===== src/rtl/kyber_decode_pkg.sv =====
// Shared types and constants for the streaming ByteDecode_d controller.
package kyber_decode_pkg;

    localparam int ELL_MAX    = 12;
    localparam int NUM_COEFFS = 256;
    localparam int ACC_W      = ELL_MAX + 7;
    localparam int BIT_CNT_W  = $clog2(ACC_W + 1);
    localparam int BYTE_CNT_W = 9;

    typedef enum logic [1:0] {
        IDLE = 2'd0,
        RUN  = 2'd1,
        DONE = 2'd2
    } state_e;

    function automatic logic [BYTE_CNT_W-1:0] bytes_for_ell(input logic [3:0] ell);
        return {ell, 5'b00000};
    endfunction

    function automatic logic ell_legal(input logic [3:0] ell);
        return (ell != 4'd0) && (ell <= 4'(ELL_MAX));
    endfunction

endpackage


===== src/rtl/byte_decode_stream_ctrl_bit_accumulator.sv =====
// LSB-first bit accumulator: bytes are pushed in above the valid bits,
// coefficients are popped from the bottom.
module bit_accumulator
    import kyber_decode_pkg::*;
(
    input  logic                 clk,
    input  logic                 rst_n,
    input  logic                 clear_i,
    input  logic                 push_i,
    input  logic [7:0]           byte_i,
    input  logic                 pop_i,
    input  logic [3:0]           ell_i,
    output logic [ELL_MAX-1:0]   coeff_o,
    output logic [BIT_CNT_W-1:0] bit_cnt_o,
    output logic                 avail_o
);

    logic [ACC_W-1:0]     acc_q, acc_d;
    logic [BIT_CNT_W-1:0] bit_cnt_q, bit_cnt_d;

    always_comb begin
        acc_d     = acc_q;
        bit_cnt_d = bit_cnt_q;
        if (clear_i) begin
            acc_d     = '0;
            bit_cnt_d = '0;
        end else if (push_i) begin
            // bit_cnt < ell <= 12 on a push, so the shifted byte always fits.
            acc_d     = acc_q | (ACC_W'(byte_i) << bit_cnt_q);
            bit_cnt_d = bit_cnt_q + BIT_CNT_W'(8);
        end else if (pop_i) begin
            acc_d     = acc_q >> ell_i;
            bit_cnt_d = bit_cnt_q - BIT_CNT_W'(ell_i);
        end
    end

    always_ff @(posedge clk or negedge rst_n) begin
        if (!rst_n) begin
            acc_q     <= '0;
            bit_cnt_q <= '0;
        end else begin
            acc_q     <= acc_d;
            bit_cnt_q <= bit_cnt_d;
        end
    end

    assign coeff_o   = acc_q[ELL_MAX-1:0];
    assign bit_cnt_o = bit_cnt_q;
    assign avail_o   = (bit_cnt_q >= BIT_CNT_W'(ell_i));

endmodule


===== src/rtl/byte_decode_stream_ctrl.sv =====
// Streaming ByteDecode_d (d = 1..12): one byte in or one d-bit coefficient
// out per cycle, 256 coefficients per polynomial.
module byte_decode_stream_ctrl
    import kyber_decode_pkg::*;
(
    input  logic               clk,
    input  logic               rst_n,
    input  logic               start,
    input  logic [3:0]         ell,
    input  logic               abort,
    input  logic               in_valid,
    input  logic [7:0]         in_byte,
    output logic               in_ready,
    output logic               out_valid,
    output logic [ELL_MAX-1:0] out_coeff,
    output logic [7:0]         out_idx,
    input  logic               out_ready,
    output logic               busy,
    output logic               done,
    output logic               err
);

    state_e                state_q, state_d;
    logic [3:0]            ell_q, ell_d;
    logic [7:0]            coeff_cnt_q, coeff_cnt_d;
    logic [BYTE_CNT_W-1:0] byte_cnt_q, byte_cnt_d;
    logic                  err_q, err_d;

    logic                  run;
    logic                  start_ok;
    logic                  abort_run;
    logic                  push;
    logic                  pop;
    logic                  avail;
    logic [ELL_MAX-1:0]    acc_coeff;
    logic [ELL_MAX-1:0]    coeff_mask;
    logic [BIT_CNT_W-1:0]  bit_cnt;

    assign run       = (state_q == RUN);
    assign start_ok  = (state_q == IDLE) && start && ell_legal(ell);
    assign abort_run = run && abort;

    // Push and pop are mutually exclusive: one needs bit_cnt < ell, the other bit_cnt >= ell.
    assign in_ready  = run && (bit_cnt < BIT_CNT_W'(ell_q)) && (byte_cnt_q < bytes_for_ell(ell_q));
    assign out_valid = run && avail;
    assign push      = in_valid && in_ready && !abort;
    assign pop       = out_valid && out_ready && !abort;

    bit_accumulator u_acc (
        .clk       (clk),
        .rst_n     (rst_n),
        .clear_i   (start_ok || abort_run),
        .push_i    (push),
        .byte_i    (in_byte),
        .pop_i     (pop),
        .ell_i     (ell_q),
        .coeff_o   (acc_coeff),
        .bit_cnt_o (bit_cnt),
        .avail_o   (avail)
    );

    for (genvar gi = 0; gi < ELL_MAX; gi++) begin : g_mask
        assign coeff_mask[gi] = (4'(gi) < ell_q);
    end

    always_comb begin
        state_d     = state_q;
        ell_d       = ell_q;
        coeff_cnt_d = coeff_cnt_q;
        byte_cnt_d  = byte_cnt_q;
        err_d       = 1'b0;
        case (state_q)
            IDLE: begin
                if (start) begin
                    if (ell_legal(ell)) begin
                        ell_d       = ell;
                        coeff_cnt_d = '0;
                        byte_cnt_d  = '0;
                        state_d     = RUN;
                    end else begin
                        err_d = 1'b1;
                    end
                end
            end
            RUN: begin
                if (abort) begin
                    coeff_cnt_d = '0;
                    byte_cnt_d  = '0;
                    state_d     = IDLE;
                end else begin
                    if (push) begin
                        byte_cnt_d = byte_cnt_q + BYTE_CNT_W'(1);
                    end
                    if (pop) begin
                        coeff_cnt_d = coeff_cnt_q + 8'd1;
                        if (coeff_cnt_q == 8'(NUM_COEFFS - 1)) begin
                            state_d = DONE;
                        end
                    end
                end
            end
            DONE: begin
                state_d = IDLE;
            end
            default: begin
                state_d = IDLE;
            end
        endcase
    end

    always_ff @(posedge clk or negedge rst_n) begin
        if (!rst_n) begin
            state_q     <= IDLE;
            ell_q       <= '0;
            coeff_cnt_q <= '0;
            byte_cnt_q  <= '0;
            err_q       <= 1'b0;
        end else begin
            state_q     <= state_d;
            ell_q       <= ell_d;
            coeff_cnt_q <= coeff_cnt_d;
            byte_cnt_q  <= byte_cnt_d;
            err_q       <= err_d;
        end
    end

    assign out_coeff = run ? (acc_coeff & coeff_mask) : '0;
    assign out_idx   = run ? coeff_cnt_q : 8'd0;
    assign busy      = run;
    assign done      = (state_q == DONE);
    assign err       = err_q;

endmodule


===== config.mk =====
export PLATFORM = sky130hd
export DESIGN_NAME = byte_decode_stream_ctrl
export DESIGN_NICKNAME = d
export VERILOG_FILES = /design/src/rtl/kyber_decode_pkg.sv /design/src/rtl/byte_decode_stream_ctrl_bit_accumulator.sv /design/src/rtl/byte_decode_stream_ctrl.sv
export SDC_FILE = /design/constraint.sdc
export NUM_CORES = 1
export LEC_CHECK = 0
export BUFFER_PORTS_ARGS = -buffer_cell sky130_fd_sc_hd__buf_2
export CAP_MARGIN = 10
export CORE_MARGIN = 2
export CORE_UTILIZATION = 35
export DETAILED_ROUTE_END_ITERATION = 6
export GPL_ROUTABILITY_DRIVEN = 0
export HOLD_SLACK_MARGIN = 0.12
export PLACE_DENSITY_LB_ADDON = 0.15
export SLEW_MARGIN = 5
export SYNTH_ARGS = -nofsm -noshare
export SYNTH_HDL_FRONTEND = slang
export SYNTH_HIERARCHICAL = 1
export SYNTH_SLANG_ARGS = --single-unit
export TNS_END_PERCENT = 20

===== constraint.sdc =====
create_clock -name clk -period 3.6 [get_ports clk]
set_input_delay 0.36 -clock clk [delete_from_list [all_inputs] [get_ports clk]]
set_output_delay 0.36 -clock clk [all_outputs]
set_load 0.01 [all_outputs]

# ---- Word level (Yosys, flattened, before mapping)
# Index checks and enable logic that the tools add are counted.
dict set report word_totals {
  out_inout_bits 25
  word_cells 87
  register_bits 48
  in_bits 18
}
dict set report classes {
  bitwise 2
  n_lt_le_gt_ge 16
  reduce_logical 21
  n_mux 27
  n_eq_ne 8
  n_addsub 4
  shift 2
}
# op n
set op_table {}
lappend op_table {{19-bit two-way mux} 3}
lappend op_table {{8-bit two-way mux} 5}
lappend op_table {{9-bit two-way mux} 4}
lappend op_table {{19-bit bitwise OR} 1}
lappend op_table {{8-bit by 5-bit << shifter with 19-bit output} 1}
lappend op_table {{19-bit by 4-bit >> shifter with 19-bit output} 1}
lappend op_table {{9-bit one-hot mux with 2 select lines} 1}
lappend op_table {{3-bit by 4-bit less-than comparator with 1-bit output (first input constant)} 4}
lappend op_table {{4-bit less-than comparator (first input constant)} 4}
lappend op_table {{8-bit one-hot mux with 2 select lines} 1}
lappend op_table {{5-bit two-way mux} 3}
lappend op_table {{12-bit bitwise AND} 1}
lappend op_table {{12-bit two-way mux} 1}
lappend op_table {{4-bit AND reduction} 3}
lappend op_table {{1-bit logical AND} 11}
lappend op_table {{2-bit two-way mux} 5}
lappend op_table {{9-bit by 1-bit adder with 9-bit output (second input constant)} 1}
lappend op_table {{9-bit less-than comparator} 1}
lappend op_table {{3-bit by 2-bit inequality test with 1-bit output (second input constant)} 3}
lappend op_table {{8-bit by 1-bit adder with 8-bit output (second input constant)} 1}
lappend op_table {{8-bit == test (second input constant)} 1}
lappend op_table {{1-bit by 4-bit less-than comparator with 1-bit output (first input constant)} 2}
lappend op_table {{2-bit by 4-bit less-than comparator with 1-bit output (first input constant)} 2}
lappend op_table {{5-bit by 4-bit adder with 5-bit output (second input constant)} 1}
lappend op_table {{other kinds (17)} 19}

# ---- Longest topological paths before layout
# Gate-level depths: netlist of run 1.
dict set report logic_depth {
  ltp_word 8
  depth_mapped 16
  ltp_nobuf 13
}

# ---- Cells and area by module
# The synthesis of run 1 kept the hierarchy.
# mod instances cells_per_inst area_each_um2 seq_area_each_um2
set by_module_without_submodules {}
lappend by_module_without_submodules {bit_accumulator 1 332 2817.7 600.6}
lappend by_module_without_submodules {byte_decode_stream_ctrl 1 177 1580.3 600.6}

# ---- Worst setup path before layout of run 1
# Ideal clock, no wire load.
dict set report synth_path {
  path_kind {reg-to-reg}
  from {register ell_q[1]}
  to {register u_acc.acc_q[9]}
  arrival_ps 2948
  path_slack_ps 575
  stages_incl_launch_ff 17
  n_path_buf 4
  period_less_slack_ps 3025
  t_required_ps 3523
  cell_sequence {dfrtp_1 buf_6 buf_4 inv_1 ha_1 nor2b_1 o21a_1 o31ai_1 nand2_1 nand2_1 nor2_1 nor2b_1 clkbuf_1 nor2_1 buf_2 o21ai_0 a21oi_1}
}
dict set report synth_between {
  elab_cells_between_ends 15
}
# item line
set synth_lines {}
lappend synth_lines {{start: declaration} byte_decode_stream_ctrl.sv:24} ;# logic [3:0] ell_q, ell_d;
lappend synth_lines {{start signal: assignment} byte_decode_stream_ctrl.sv:120} ;# ell_q <= ell_d;
lappend synth_lines {{5-bit by 4-bit >= comparator with 1-bit output} byte_decode_stream_ctrl_bit_accumulator.sv:49} ;# assign avail_o = (bit_cnt_q >= BIT_CNT_W'(ell_i));
lappend synth_lines {{net avail} byte_decode_stream_ctrl.sv:34} ;# logic avail;
lappend synth_lines {{1-bit logical AND} byte_decode_stream_ctrl.sv:45} ;# assign out_valid = run && avail;
lappend synth_lines {{1-bit logical AND (2 in series)} byte_decode_stream_ctrl.sv:47} ;# assign pop = out_valid && out_ready && !abort;
lappend synth_lines {{net pop} byte_decode_stream_ctrl.sv:33} ;# logic pop;
lappend synth_lines {{3-bit nonzero test (no source line)} --}
lappend synth_lines {{end signal: assignment} byte_decode_stream_ctrl_bit_accumulator.sv:39} ;# acc_q <= '0;
lappend synth_lines {{end signal: assignment} byte_decode_stream_ctrl_bit_accumulator.sv:42} ;# acc_q <= acc_d;
lappend synth_lines {{end: declaration} byte_decode_stream_ctrl_bit_accumulator.sv:18} ;# logic [ACC_W-1:0] acc_q, acc_d;
# The timed path passes the listed nets, and every way through them passes these cells. The select of a mux whose other input is x is not followed.
# A chain may end at the register's enable or synchronous reset.

# ---- Worst setup path in the final report of run 1
dict set report layout_path {
  from {register ell_q[1]}
  to {register u_acc.acc_q[5]}
}
# The elaborated chain is that of the path after synthesis.

==> impl_metrics.json, run 1 <==
{
  "status": "complete, no violations",
  "use_met1": 0.301,
  "synth_area_leaders": "dfrtp_1 (27%), mux2i_1 (6.4%), mux4_2 (5.1%)",
  "grt_util_met2": 0.325,
  "rrSetupSlack_ns": 0.47,
  "antenna_cells": 0,
  "clk_pin_slew_ns": 0.07,
  "crit_type": "flop to flop",
  "r2r-start": "ell_q[1]",
  "yosys.area.top_type": "dfrtp_1",
  "place.port_buffers": 42,
  "synth_edf_count": 0,
  "worst_slew_pin_slew_ns": 0.740,
  "syn_inst": 509,
  "postSynthAreaPerCell_um2": 8.64,
  "power_leakage_nw": 2.05,
  "drtAntennaViolNets": 0,
  "finalWorstSetupSlack_ns": 0.471,
  "ys_seq_area_frac": 0.273,
  "cp_slowest_stage_delay_ns": 0.46,
  "synth.most_common_cell": "nor2_1",
  "gr-usage-all-layers": 0.209,
  "ys_warn_count": 6,
  "ys_ff_latch": 48,
  "dpl_worst_slack_ns": 0.511,
  "design_area_um2": 4850,
  "final_net_count": 566,
  "tns_ns": 0,
  "synth_top_area_share": 0.273,
  "cts_tree": "done",
  "core_um2": 12200,
  "synth_flop_cell": "dfrtp_1",
  "r2r_cells": 14,
  "max-vdd-ir-drop_mv": 0.234,
  "area_growth_pct": 10.2,
  "die_y_um": 116,
  "finalCritPeriodShare": 0.869,
  "numCtsBuffers": 5,
  "crit_buf_inv": 2,
  "ctsResizeCount": 0,
  "maxCapViolations": 0,
  "drtPass1Iterations": 6,
  "grt_max_degree": 39,
  "grt_pass1_wl_um": 21900,
  "cp_max_fo": 17,
  "rsz0062_at_grt": "false",
  "r2r_end": "u_acc/acc_q[5]",
  "hold_path_class": "primary input to async pin",
  "synthArstFlopShare": 1.00,
  "fmax_ghz": 0.320,
  "cts.path.max_buffers": 2,
  "first_iter_violations": 321,
  "crit_slowest_cell": "nor2b_1",
  "syn-num-nets": 540,
  "ys_types": 81,
  "clock_sinks": 48,
  "synthTopCellsByCount": "nor2_1 (55), dfrtp_1 (48), nand2_1 (43)",
  "maxSlewHeadroom": 0.506,
  "drt-total-wl_um": 13700,
  "htree_num_levels": 2,
  "postPlaceCellArea_um2": 4690,
  "end_kind": "flop",
  "postCtsHoldBufs": 0,
  "clock_latency_ns": 0.30,
  "die_w_um": 116,
  "arrival_ns": 3.31,
  "path_delay_family": "simple AND/OR/NAND/NOR gates",
  "drv_slew": 0,
  "worstPathRequired_ns": 3.78,
  "hold_viol": 0,
  "hpwl_um": 10200,
  "busiest_layer": "met2",
  "power.density_nw_per_um2": 567,
  "cp_common_cell": "nand2_1",
  "grt_pass1_vias": 3992,
  "via_per_inst": 5.76,
  "crit_path_start_kind": "flop",
  "initial_core_util": 0.362,
  "root_buffer": "clkbuf_16",
  "drive_gt1_frac": 0.216,
  "layout_min_cycle_time_ns": 3.13,
  "path_cells": "inv_1, ha_1, nor2b_1, o21a_1, o31ai_1, nand2_1, nand2_1, nor2_1, nor2b_1, nor2_1, buf_4, nand2_1, o31ai_1, o32a_1",
  "grt_antenna_before_repair": 0,
  "drcViolationCount": 0,
  "vias": 4057,
  "final_util": 0.398,
  "die_area_um2": 13500,
  "netlist_area_um2": 4400,
  "pin_count": 43,
  "finalClockSkew_ns": 0.0120,
  "gr-total-overflow": 0,
  "post-cts-setup-buffers": 0,
  "use_met3": 0.0296,
  "num_rows": 40,
  "wl_per_cell_um": 19.5,
  "setup_viol": 0
}
[layout make-up]
type / count / area (µm²)
clock inverter: 2 / 13.8
tap: 168 / 210
sequential: 48 / 1200
multi-input combinational: 407 / 2890
fill: 1278 / 7320
timing repair buffer: 60 / 345
clock buffer: 6 / 139
inverter: 13 / 48.8
[per-stage QoR]
stage	instances	total power [mW]	hold WS, ns
global route	704	2.95	0.159
global placement	696	2.22	0.464
CTS	704	2.75	0.146
detailed placement	696	2.23	0.475
floorplan	509	1.88	0.0644
finish	704	2.75	0.114
[cell families (layout without fill, tap and decap cells)]
logic type               Yosys count  count (layout)  synth area share
AO/OA/AOI/OAI                    136             136             0.213
XOR/XNOR                           7               7            0.0139
adder cells (fa/ha/maj)           13              13            0.0387
buffers and inverters             54              81            0.0703
flip-flops                        48              48             0.273
multiplexers                      57              57             0.168
AND/OR/NAND/NOR                  194             194             0.223
[cell usage in the layout, fill, tap and decap left out, types with 3 or more instances in the layout]
master,count
nor2_1,55
a21oi_1,34
nand3_1,12
nor3_1,7
mux4_2,10
o211ai_1,7
dfrtp_1,48
clkbuf_16,5
inv_1,10
o21bai_1,3
a31o_2,3
a211oi_1,3
o21ai_0,21
ha_1,12
and2_1,12
buf_4,18
o22a_1,3
nand2_1,43
o21a_1,5
buf_2,42
or3_1,6
nand3b_1,4
mux2i_1,28
mux2_2,16
xnor2_1,7
o31ai_1,5
nor4_1,6
a31oi_1,10
a22oi_1,3
o22ai_1,5
nand2b_1,20
or2_2,3
nor3b_1,3
nor2b_1,6
and3_1,6
[routing by layer]
layer	share of wire	routed length, µm
met4	0.024	332
met2	0.43	5960
met3	0.051	707
met1	0.49	6740
met5	0	0
[sequential cells by signal, indices dropped and copies added (netlist names)]
register         count
err                  1
coeff_cnt_q          8
u_acc/bit_cnt_o      5
byte_cnt_q           9
ell_q                4
state_q              2
u_acc/acc_q         19
[report_power, final]
group	internal (mW)	total [mW]	leakage, nW	switching, mW
clock	0.279	0.508	0.0772	0.229
combinational	0.589	1.44	1.32	0.848
sequential	0.636	0.805	0.649	0.169
total	1.50	2.75	2.05	1.25
[how the worst max path moves through the flow]
stage	depth (start not counted)	endpoint	slack, ns	from
6_report	14	u_acc/acc_q[5]	0.47	ell_q[1]
5_1_grt	14	u_acc/acc_q[1]	0.16	ell_q[1]
4_1_cts	14	u_acc/acc_q[5]	0.46	ell_q[1]
3_5_place_dp	14	u_acc/acc_q[5]	0.51	ell_q[1]
3_3_place_gp	14	u_acc/acc_q[5]	0.62	ell_q[1]
2_1_floorplan	16	u_acc/acc_q[9]	0.57	ell_q[1]
(Power assumes the default switching activity.)
==> inputs of run 2 (changes only) <==
--- a/config.mk
+++ b/config.mk
@@ -7,12 +7,14 @@
 export LEC_CHECK = 0
 export BUFFER_PORTS_ARGS = -buffer_cell sky130_fd_sc_hd__buf_2
 export CAP_MARGIN = 10
+export CORE_ASPECT_RATIO = 1.25
 export CORE_MARGIN = 2
 export CORE_UTILIZATION = 35
 export DETAILED_ROUTE_END_ITERATION = 6
 export GPL_ROUTABILITY_DRIVEN = 0
 export HOLD_SLACK_MARGIN = 0.12
 export PLACE_DENSITY_LB_ADDON = 0.15
+export SKIP_CTS_REPAIR_TIMING = 1
 export SLEW_MARGIN = 5
 export SYNTH_ARGS = -nofsm -noshare
 export SYNTH_HDL_FRONTEND = slang
==> constraint.sdc (replaced) <==
create_clock -name clk -period 4 [get_ports clk]
set_input_delay 0.4 -clock clk [delete_from_list [all_inputs] [get_ports clk]]
set_output_delay 0.4 -clock clk [all_outputs]
set_load 0.01 [all_outputs]
==> run 2 against run 1 <==
  * Cell count fell by 1.6%
  * Non-clock buffer count is 6 lower
  * Critical path depth shrank 2
  * Critical endpoint unchanged
==> impl_metrics.json, run 2 (synthesis gave the netlist of run 1 again) <==
{
  "htree_num_levels": 2,
  "drv_slew": 0,
  "max-vdd-ir-drop_mv": 0.216,
  "cp_max_fo": 15,
  "clk_pin_slew_ns": 0.07,
  "core_um2": 12200,
  "die_area_um2": 13500,
  "worstPathRequired_ns": 4.18,
  "drtAntennaViolNets": 0,
  "wl_per_cell_um": 19.8,
  "reg.largest.list": "u_acc/acc_q: 19 flops, byte_cnt_q: 9 flops, coeff_cnt_q: 8 flops",
  "worst_slew_pin_slew_ns": 0.959,
  "crit_type": "flop to flop",
  "seqPwrFrac": 0.300,
  "r2r-start": "ell_q[3]",
  "drt-total-wl_um": 13800,
  "drcViolationCount": 0,
  "vias": 4028,
  "drive_gt1_frac": 0.206,
  "root_buffer": "clkbuf_16",
  "initial_core_util": 0.360,
  "largest_reg_flops": 19,
  "setup_viol": 0,
  "use_met1": 0.260,
  "dpl_worst_slack_ns": 0.868,
  "use_met3": 0.0262,
  "grt_pass1_vias": 3953,
  "startpoint": "ell_q[3]",
  "antenna_cells": 0,
  "first_iter_violations": 268,
  "power.density_nw_per_um2": 527,
  "end_kind": "flop",
  "status": "complete, no violations",
  "largest-register": "u_acc/acc_q",
  "grt_antenna_before_repair": 0,
  "final_net_count": 560,
  "pwr-share-clk": 0.215,
  "fmax_ghz": 0.315,
  "maxCapViolations": 0,
  "power.switching_mw": 1.10,
  "place.port_buffers": 42,
  "maxSlewHeadroom": 0.361,
  "die_w_um": 104,
  "die_y_um": 129,
  "grt_util_met2": 0.363,
  "gr-total-overflow": 0,
  "hold_viol": 0,
  "grt_max_degree": 40,
  "clock_latency_ns": 0.29,
  "hold_path_class": "primary input to async pin",
  "grt_pass1_wl_um": 22000,
  "busiest_layer": "met2",
  "power.share.switching": 0.434,
  "tns_ns": 0,
  "most-common-layout-cells": "nor2_1 (55), dfrtp_1 (48), nand2_1 (43)",
  "power_leakage_nw": 2.03,
  "gr-usage-all-layers": 0.207,
  "area_growth_pct": 9.79,
  "layout_min_cycle_time_ns": 3.17,
  "final_util": 0.395,
  "cts_tree": "done",
  "via_per_inst": 5.81,
  "rsz0062_at_grt": "false",
  "n_fill_cell": 1251,
  "finalClockSkew_ns": 0.00440,
  "power.internal_mw": 1.44,
  "final_common_cell": "nor2_1",
  "drtPass1Iterations": 5,
  "finalWorstSetupSlack_ns": 0.830,
  "finalCritPeriodShare": 0.793,
  "hpwl_um": 10300,
  "arrival_ns": 3.35,
  "numCtsBuffers": 5,
  "p_comb_frac": 0.485,
  "cts.path.max_buffers": 2,
  "clock_sinks": 48,
  "pin_count": 43,
  "num_rows": 45,
  "crit_path_start_kind": "flop"
}
==> run 2: cell type report <==
class | instances | area, µm² | share of cell area
clock buffer | 5 | 125 | 0.0259
clock inverter | 2 | 60.1 | 0.0124
inverter | 13 | 48.8 | 0.0101
multi-input combinational | 407 | 2890 | 0.598
sequential | 48 | 1200 | 0.249
tap | 164 | 205 | 0.0425
timing repair buffer | 54 | 300 | 0.0622
==> run 2: power by group through the flow <==
stage	clock, mW	sequential (mW)	combinational [mW]
floorplan	0	0.672	1.02
global placement	0	0.770	1.21
detailed placement	0	0.770	1.22
CTS	0.558	0.762	1.22
global route	0.576	0.780	1.35
finish	0.546	0.762	1.23
==> run 2: routing by layer <==
metal / routed length (µm) / share of wire / up-vias
met5: 0 / 0 / -
li1: - / - / 1909
met2: 6730 / 0.49 / 140
met1: 5900 / 0.43 / 1953
met4: 505 / 0.037 / 0
met3: 617 / 0.045 / 26
==> run 2: path summary, 6_finish.rpt <==
path | cells past startpoint | to | slack (ns)
max in group asynchronous | 2 | u_acc/acc_q[0] | 3.01
worst max-delay path | 12 | u_acc/acc_q[5] | 0.83
worst min register to register | 1 | coeff_cnt_q[0] | 0.52
min in group clk | 2 | ell_q[0] | 0.38
worst max register to register | 12 | u_acc/acc_q[5] | 0.83
worst min-delay path | 1 | byte_cnt_q[2] | 0.26
==> run 2: through the flow <==
stage               area (µm²)  hold slack, ns  total power [mW]  cells
floorplan                 4400           0.104              1.69    509
global placement          4640           0.516              1.98    686
detailed placement        4640           0.518              1.99    686
CTS                       4830           0.284              2.54    693
global route              4830           0.326              2.70    693
finish                    4830           0.255              2.54    693
==> run 2: critical path, cell delays in order, from the launching register on <==
cell	delay, ns
dfrtp_1	0.62
inv_1	0.22
ha_1	0.34
a21oi_1	0.15
nand3_1	0.14
nand3b_1	0.31
nor2_1	0.20
buf_4	0.22
nor3_1	0.07
buf_4	0.20
nand2_1	0.10
o22ai_1	0.13
o32a_1	0.36
==> inputs of run 3 (changes only) <==
==> constraint.sdc (replaced) <==
create_clock -name clk -period 3.1 [get_ports clk]
set_input_delay 0.31 -clock clk [delete_from_list [all_inputs] [get_ports clk]]
set_output_delay 0.31 -clock clk [all_outputs]
set_load 0.01 [all_outputs]
==> run 3 against run 2 <==
  * Design area increased by 1.2%
  * Core utilization grew 0.48 points
  * Sequential power up 22%
  * Cell count increased by 1.6%
  * Clock power rose by 17%
  * Die area is the same
  * Sequential cell count unchanged
==> impl_metrics.json, run 3 (synthesis gave the netlist of run 1 again) <==
{
  "status": "complete, no violations",
  "core_um2": 12200,
  "wl_per_cell_um": 19.5,
  "numCtsBuffers": 5,
  "setup_viol": 0,
  "crit_type": "flop to flop",
  "instances_no_fill": 704,
  "die_area_um2": 13500,
  "tns_ns": 0,
  "power.share.switching": 0.441,
  "gr-usage-all-layers": 0.206,
  "end_kind": "flop",
  "cp_slowest_stage_delay_ns": 0.53,
  "worstPathRequired_ns": 3.30,
  "drt-total-wl_um": 13700,
  "clock_latency_ns": 0.29,
  "power.internal_mw": 1.82,
  "first_iter_violations": 283,
  "cts.path.max_buffers": 2,
  "clk_pin_slew_ns": 0.07,
  "hpwl_um": 10300,
  "crit_slowest_cell": "or3b_2",
  "grt_antenna_before_repair": 0,
  "drcViolationCount": 0,
  "largest_reg_flops": 19,
  "seqPwrFrac": 0.285,
  "max-vdd-ir-drop_mv": 0.301,
  "maxCapViolations": 0,
  "most-common-layout-cells": "nor2_1 (53), dfrtp_1 (48), nand2_1 (43)",
  "layout_min_cycle_time_ns": 2.89,
  "power_leakage_nw": 2.07,
  "maxSlewHeadroom": 0.380,
  "area_growth_pct": 11.1,
  "rsz0062_at_grt": "false",
  "hold_path_class": "primary input to async pin",
  "crit_path_start_kind": "flop",
  "num_rows": 45,
  "path_cells": "buf_4, ha_1, o21ai_0, o22ai_2, nor2_2, buf_4, or3b_2, nor2_1, a22oi_1, a21oi_1",
  "pwr-share-clk": 0.196,
  "reg.largest.list": "u_acc/acc_q: 19 flops, byte_cnt_q: 9 flops, coeff_cnt_q: 8 flops",
  "root_buffer": "clkbuf_16",
  "power_mw": 3.25,
  "drv_slew": 0,
  "vias": 4069,
  "finalClockSkew_ns": 0.00530,
  "die_w_um": 104,
  "largest-register": "u_acc/acc_q",
  "hold_viol": 0,
  "antenna_cells": 0,
  "worst_slew_pin_slew_ns": 0.930,
  "place.port_buffers": 42,
  "power.switching_mw": 1.43,
  "pin_count": 43,
  "via_per_inst": 5.78,
  "drive_gt1_frac": 0.224,
  "gr-total-overflow": 0,
  "clock_sinks": 48,
  "cp_max_fo": 22,
  "die_y_um": 129,
  "final_common_cell": "nor2_1",
  "arrival_ns": 3.09,
  "cp_common_cell": "buf_4",
  "grt_pass1_vias": 3864,
  "p_comb_frac": 0.519,
  "finalCritPeriodShare": 0.932,
  "htree_num_levels": 2,
  "grt_pass1_wl_um": 21800,
  "final_util": 0.400,
  "dp_cells": 695,
  "cts_tree": "done",
  "drtPass1Iterations": 4,
  "initial_core_util": 0.360,
  "drtAntennaViolNets": 0,
  "final_net_count": 570,
  "power.density_nw_per_um2": 666,
  "grt_max_degree": 40,
  "fmax_ghz": 0.346
}
[run 3: cell types whose count changed in the layout (fill, tap and decap cells not counted)]
cell,change
nor2_1,-2
buf_4,+10
bufinv_16,-1
clkinv_2,+1
nor2_2,+2
clkbuf_1,+1
[run 3: metrics by stage]
step | setup WS (ns) | hold WS, ns | area [µm²]
final | 0.211 | 0.140 | 4890
after global placement | 0.274 | 0.508 | 4710
after detailed placement | 0.101 | 0.514 | 4710
after global routing | 0.0340 | 0.220 | 4890
after CTS | 0.0809 | 0.198 | 4870
after floorplan | 0.0746 | 0.0144 | 4400
[run 3: final timing paths]
| path | from | end | slack, ns | cells after the start |
|---|---|---|---|---|
| worst max-delay path | u_acc/bit_cnt_o[2] | u_acc/acc_q[9] | 0.21 | 10 |
| worst min-delay path | rst_n | byte_cnt_q[5] | 0.14 | 1 |
| worst max register to register | u_acc/bit_cnt_o[2] | u_acc/acc_q[9] | 0.21 | 10 |
| worst min register to register | coeff_cnt_q[0] | coeff_cnt_q[0] | 0.53 | 1 |
| max in group asynchronous | rst_n | ell_q[1] | 2.24 | 2 |
| min in group clk | ell[3] | ell_q[3] | 0.30 | 2 |
[run 3: power by group through the flow]
stage	clock network (mW)	logic, mW	registers [mW]
floorplan	0	1.31	0.867
global placement	0	1.66	0.936
detailed placement	0	1.66	0.937
CTS	0.653	1.67	0.924
global route	0.675	1.84	0.948
finish	0.637	1.69	0.928
[run 3: cell type report]
cell class,instances,area (µm²)
clock buffers,6,129
clock inverters,2,35.0
inverters,13,48.8
well taps,164,205
flip-flops and latches,48,1200
multi-input cells,407,2890
repair buffers,64,375
fillers,1251,7330
[run 3: per-layer routing]
layer / share of wire / GRT usage / vias to the layer above
met5: 0 / 0 / -
met1: 0.44 / 0.263 / 1962
met4: 0.025 / 0.0755 / 0
li1: - / - / 1949
met2: 0.49 / 0.353 / 139
met3: 0.046 / 0.0347 / 19
[run 3: worst max-delay path: cells and delay by family, from the launching register on]
kind	cells	cell delay [ns]
adders and majority gates	1	0.29
AOI/OAI and AO/OA	4	0.79
and+or+nand+nor	3	0.89
buffers and inverters	2	0.41
DFF	1	0.40
